$ cat src/rtl/bin2gray_counter_pkg.sv
// Shared definitions for the binary/Gray counter and its decoder-side users.
package bin2gray_counter_pkg;

  // Width the counter is normally built at.
  localparam int unsigned DEFAULT_WIDTH = 4;

  // All-ones count for the default width.
  localparam logic [DEFAULT_WIDTH-1:0] MAX = '1;

  // The helpers below work on a 32-bit word.
  // Any narrower code is zero-extended by the caller.
  // Leading zeros do not disturb either transform.
  localparam int unsigned WORD = 32;

  // Per-edge action chosen by the counter's next-state mux.
  typedef enum logic [1:0] {
    ACT_HOLD = 2'd0,
    ACT_LOAD = 2'd1,
    ACT_INC  = 2'd2,
    ACT_DEC  = 2'd3
  } step_t;

  // Binary to Gray: G = B ^ (B >> 1).
  function automatic logic [WORD-1:0] bin2gray(input logic [WORD-1:0] b);
    return b ^ (b >> 1);
  endfunction

  // Gray to binary: each binary bit is the XOR of all Gray bits at or above it.
  function automatic logic [WORD-1:0] gray2bin(input logic [WORD-1:0] g);
    logic [WORD-1:0] b;
    b = '0;
    b[WORD-1] = g[WORD-1];
    for (int unsigned i = WORD - 1; i > 0; i--) begin
      b[i-1] = b[i] ^ g[i-1];
    end
    return b;
  endfunction

endpackage

$ cat src/rtl/bin2gray_counter_enc.sv
// Combinational WIDTH-bit binary to Gray encoder.
// It feeds the gray_out register.
module bin2gray_enc #(
  parameter int unsigned WIDTH = 4
) (
  input  logic [WIDTH-1:0] bin,
  output logic [WIDTH-1:0] gray
);

  // Each Gray bit is the XOR of a binary bit with its upper neighbour.
  always_comb begin
    gray = bin ^ (bin >> 1);
  end

endmodule

$ cat src/rtl/bin2gray_counter.sv
// Registered binary/Gray up-down counter.
// Both the binary count and its Gray code come straight from flops.
// This keeps the Gray output glitch-free for clock-domain crossings.
module bin2gray_counter
  import bin2gray_counter_pkg::*;
#(
  parameter int unsigned WIDTH = 4,
  parameter int unsigned WRAP  = 1
) (
  input  logic             clk,
  input  logic             rst_n,
  input  logic             en,
  input  logic             up,
  input  logic             load,
  input  logic [WIDTH-1:0] load_bin,
  output logic [WIDTH-1:0] bin_out,
  output logic [WIDTH-1:0] gray_out,
  output logic             wrap,
  output logic             at_limit
);

  localparam logic [WIDTH-1:0] CNT_MAX = '1;

  step_t            act;
  logic [WIDTH-1:0] bin_next;
  logic [WIDTH-1:0] gray_next;
  logic             wrap_next;

  // Pick this edge's action: load beats counting, counting beats hold.
  always_comb begin
    act = ACT_HOLD;
    if (load) begin
      act = ACT_LOAD;
    end else if (en) begin
      act = up ? ACT_INC : ACT_DEC;
    end
  end

  // Next binary count and wrap pulse.
  // At a limit the count either wraps or saturates.
  always_comb begin
    bin_next  = bin_out;
    wrap_next = 1'b0;
    unique case (act)
      ACT_LOAD: bin_next = load_bin;
      ACT_INC: begin
        if (bin_out == CNT_MAX) begin
          if (WRAP != 0) begin
            bin_next  = '0;
            wrap_next = 1'b1;
          end
        end else begin
          bin_next = bin_out + WIDTH'(1);
        end
      end
      ACT_DEC: begin
        if (bin_out == '0) begin
          if (WRAP != 0) begin
            bin_next  = CNT_MAX;
            wrap_next = 1'b1;
          end
        end else begin
          bin_next = bin_out - WIDTH'(1);
        end
      end
      default: ;
    endcase
  end

  // Encoding the next-state binary lets gray_out be registered on the same edge.
  // That keeps gray_out == enc(bin_out) on every cycle.
  bin2gray_enc #(
    .WIDTH(WIDTH)
  ) u_enc (
    .bin  (bin_next),
    .gray (gray_next)
  );

  // Limit flag for the currently selected direction.
  always_comb begin
    at_limit = up ? (bin_out == CNT_MAX) : (bin_out == '0);
  end

  // Output registers: asynchronous clear, synchronous update.
  always_ff @(posedge clk or negedge rst_n) begin
    if (!rst_n) begin
      bin_out  <= '0;
      gray_out <= '0;
      wrap     <= 1'b0;
    end else begin
      bin_out  <= bin_next;
      gray_out <= gray_next;
      wrap     <= wrap_next;
    end
  end

endmodule

$ cat config.mk
export PLATFORM = sky130hd
export DESIGN_NAME = bin2gray_counter
export DESIGN_NICKNAME = d
export VERILOG_FILES = /design/src/rtl/bin2gray_counter_pkg.sv /design/src/rtl/bin2gray_counter_enc.sv /design/src/rtl/bin2gray_counter.sv
export SDC_FILE = /design/constraint.sdc
export NUM_CORES = 1
export LEC_CHECK = 0
export ABC_AREA = 1
export BUFFER_PORTS_ARGS = -buffer_cell sky130_fd_sc_hd__buf_2
export CAP_MARGIN = 30
export CORE_AREA = 3 3 40 42
export DETAILED_ROUTE_END_ITERATION = 12
export DIE_AREA = 0 0 43 45
export GPL_ROUTABILITY_DRIVEN = 0
export GPL_TIMING_DRIVEN = 0
export PLACE_DENSITY = 0.77
export SLEW_MARGIN = 20
export SYNTH_ARGS = -nofsm -noshare
export SYNTH_HDL_FRONTEND = slang
export SYNTH_SLANG_ARGS = --single-unit
$ cat constraint.sdc
create_clock -name clk -period 2 [get_ports clk]
set_input_delay 0.2 -clock clk [delete_from_list [all_inputs] [get_ports clk]]
set_output_delay 0.2 -clock clk [all_outputs]
set_load 0.01 [all_outputs]
==> impl_metrics.json <==
{
  "outcome": "finished clean",
  "synth-compound-area-share": 0.08696,
  "grt_setup_unrepaired": "false",
  "period_minus_slack_ns": 1.804,
  "grt_start_max_net_pins": 9,
  "p_per_cell_area_nw_per_um2": 687.4,
  "synth_simple_gate_area_share": 0.4109,
  "hold_class": "input pin to flip-flop",
  "syn-mean-instance-area_um2": 6.616,
  "critPathKind": "flip-flop to output pin",
  "worst_ep_required_time_ns": 1.80,
  "synth_sequential_area_ratio": 0.3478,
  "ir_drop_uv": 550.8,
  "utilization": 0.5579,
  "design.final.nets": 122,
  "place.detailed.hpwl_um": 1015,
  "cts_made_buffers": 3,
  "tritoncts": "done",
  "avgRoutedWirePerCell_um": 9.927,
  "mux_share_of_post_synthesis_cell_area": 0,
  "final_layout_size_suffix_gt1_frac": 0.3119,
  "initial_antenna_violation_count": 0,
  "post_synth_instance_area_um2": 575.6,
  "post_synth_num_cell_types": 19,
  "crit_chain": "inv_1 > ha_1 > inv_1 > nor3_1 > nand2_1 > nand2_1 > buf_2",
  "syn-instance-count": 87,
  "holdBufCountCts": 1,
  "synth_fa_ha_area_frac": 0.04348,
  "vias_in_the_first_global_route": 496,
  "final_min_period_over_clock_period": 0.9021,
  "antenna_cells": 0,
  "vias": 586,
  "finalWirelength_um": 1231,
  "grt_overflow_total": 0,
  "xor_xnor_cell_area_share_of_the_yosys_netlist": 0,
  "number_of_standard_cells_in_the_layout_taps_in_and_fillers_out": 124,
  "cts_buffer_depth": 2,
  "postSynthNetCount": 98,
  "cts.root.buffer_cell": "sky130_fd_sc_hd__clkbuf_4",
  "core-area_um2": 1285,
  "first_iter_violations": 6,
  "max_cap_violations": 0,
  "die_area_um2": 1935,
  "max-slew-margin-rel": 0.8062,
  "cts_sinks": 8,
  "hold_violations": 0,
  "setup_viol": 0,
  "chipHeight_um": 45,
  "worst_setup_hold_path_clk_slew_ns": 0.05,
  "grt_pass1_wl_um": 1952,
  "synth_top_family_by_area": "simple AND/OR/NAND/NOR gates",
  "ctsResizeCount": 0,
  "clock-skew-final_ns": 0.001362,
  "power.static_leakage_uw": 0.0004192,
  "die_width_um": 43,
  "drc": 0,
  "cp_data_arrival_time_ns": 1.60,
  "placed_cells": 120,
  "track_usage": 0.1372,
  "routed_via_density": 4.726,
  "achievable-frequency_ghz": 0.5543,
  "setup_total_negative_slack_ns": 0,
  "num_rows": 13,
  "clock_latency_ns": 0.25,
  "largest_incremental_delay_on_the_critical_path_ns": 0.42,
  "final_antenna_net_count": 0,
  "initial_core_util": 0.4479,
  "max_fo_critical_path": 5,
  "critPathSlowestCell": "sky130_fd_sc_hd__dfrtp_1",
  "flop_and_latch_count_out_of_synthesis": 8,
  "area_growth_syn_to_layout_pct": 24.57,
  "placement.io_buffers": 18,
  "drt_first_pass_iters": 3,
  "count_of_buffers_added_by_post_cts_timing_repair_for_setup": 0,
  "max_slew_violation_count": 0,
  "cts_max_level": 1,
  "holdWs_ns": 0.2317,
  "worst_pin_slew_ns": 0.2884,
  "io_pins": 19,
  "timing.reg2reg.setup_slack_ns": 0.44,
  "worstSetupStartpointType": "flip-flop",
  "ys_warn_count": 0,
  "timing.critical_path.to_type": "output pin"
}
==> cell usage after synthesis (all sizes together) <==
cell,count,area share
a21oi,4,0.035
buf,2,0.033
dfrtp,8,0.35
ha,2,0.043
inv,12,0.078
nand2,36,0.24
nand3,7,0.070
nand4,2,0.022
nor2,9,0.067
nor3,1,0.0087
o21ai,3,0.033
o21bai,1,0.020
==> final cells by class <==
class	instances	area [um2]
plain buffers	2	18.77
clock buffers	3	22.52
fillers	130	568.0
inverters	12	45.04
multi-input cells	65	311.5
flip-flops and latches	8	200.2
well taps	15	18.77
repair buffers	19	100.1
==> cells in the final DEF, fill, tap and decap left out, types with 2 or more instances in the layout <==
cell type / instances
sky130_fd_sc_hd__a21oi_1: 4
sky130_fd_sc_hd__buf_2: 18
sky130_fd_sc_hd__clkbuf_4: 3
sky130_fd_sc_hd__dfrtp_1: 8
sky130_fd_sc_hd__ha_1: 2
sky130_fd_sc_hd__inv_1: 8
sky130_fd_sc_hd__inv_2: 4
sky130_fd_sc_hd__nand2_1: 34
sky130_fd_sc_hd__nand2_2: 2
sky130_fd_sc_hd__nand3_1: 6
sky130_fd_sc_hd__nand4_1: 2
sky130_fd_sc_hd__nor2_1: 7
sky130_fd_sc_hd__nor2_2: 2
==> worst paths after layout <==
check | startpoint | endpoint | cells after the start
worst min-delay path | load_bin[3] | bin_out[3] | 3
min in group asynchronous | rst_n | gray_out[1] | 2
max in group asynchronous | rst_n | gray_out[0] | 2
worst max register to register | bin_out[0] | gray_out[0] | 9
worst min register to register | bin_out[3] | bin_out[3] | 2
worst max-delay path | bin_out[0] | at_limit | 7
==> per-layer routing <==
layer	vias to the layer above	routed length [um]	global-route usage
met5	-	0	0
met4	0	0	0.04217
met3	0	88	0.06773
met2	14	588	0.2395
met1	254	554	0.1468
li1	318	-	-
==> registers in the layout (all words and copies together), names as in the netlist <==
name      count
wrap          1
bin_out       4
gray_out      3
==> where the power goes <==
part	switching, uW	internal (uW)
clock network	49.2	68.3
logic	103	71.5
registers	17.1	184
total	169	324
==> cells by family after synthesis <==
group / after synthesis
adders and majority gates: 2
DFF: 8
AOI/OAI and AO/OA: 8
and+or+nand+nor: 55
buffers and inverters: 14
==> critical path, delay by kind of cell, from the launching register on <==
| kind | cells | cell delay [ns] |
|---|---|---|
| adders and majority gates | 1 | 0.19 |
| buffers and inverters | 3 | 0.33 |
| DFF | 1 | 0.42 |
| and+or+nand+nor | 3 | 0.42 |
==> stage by stage <==
stage                     setup slack [ns]  power (uW)  area [um2]
after detailed placement            0.4357       378.2       684.4
after CTS                           0.1876       499.9       716.9
after global placement              0.4848       372.7       684.4
final                               0.1958       492.8       716.9
after global routing               0.04876       530.5       716.9
after floorplan                     0.6127       318.7       575.6
No activity file was read; power rests on OpenSTA's default activity.
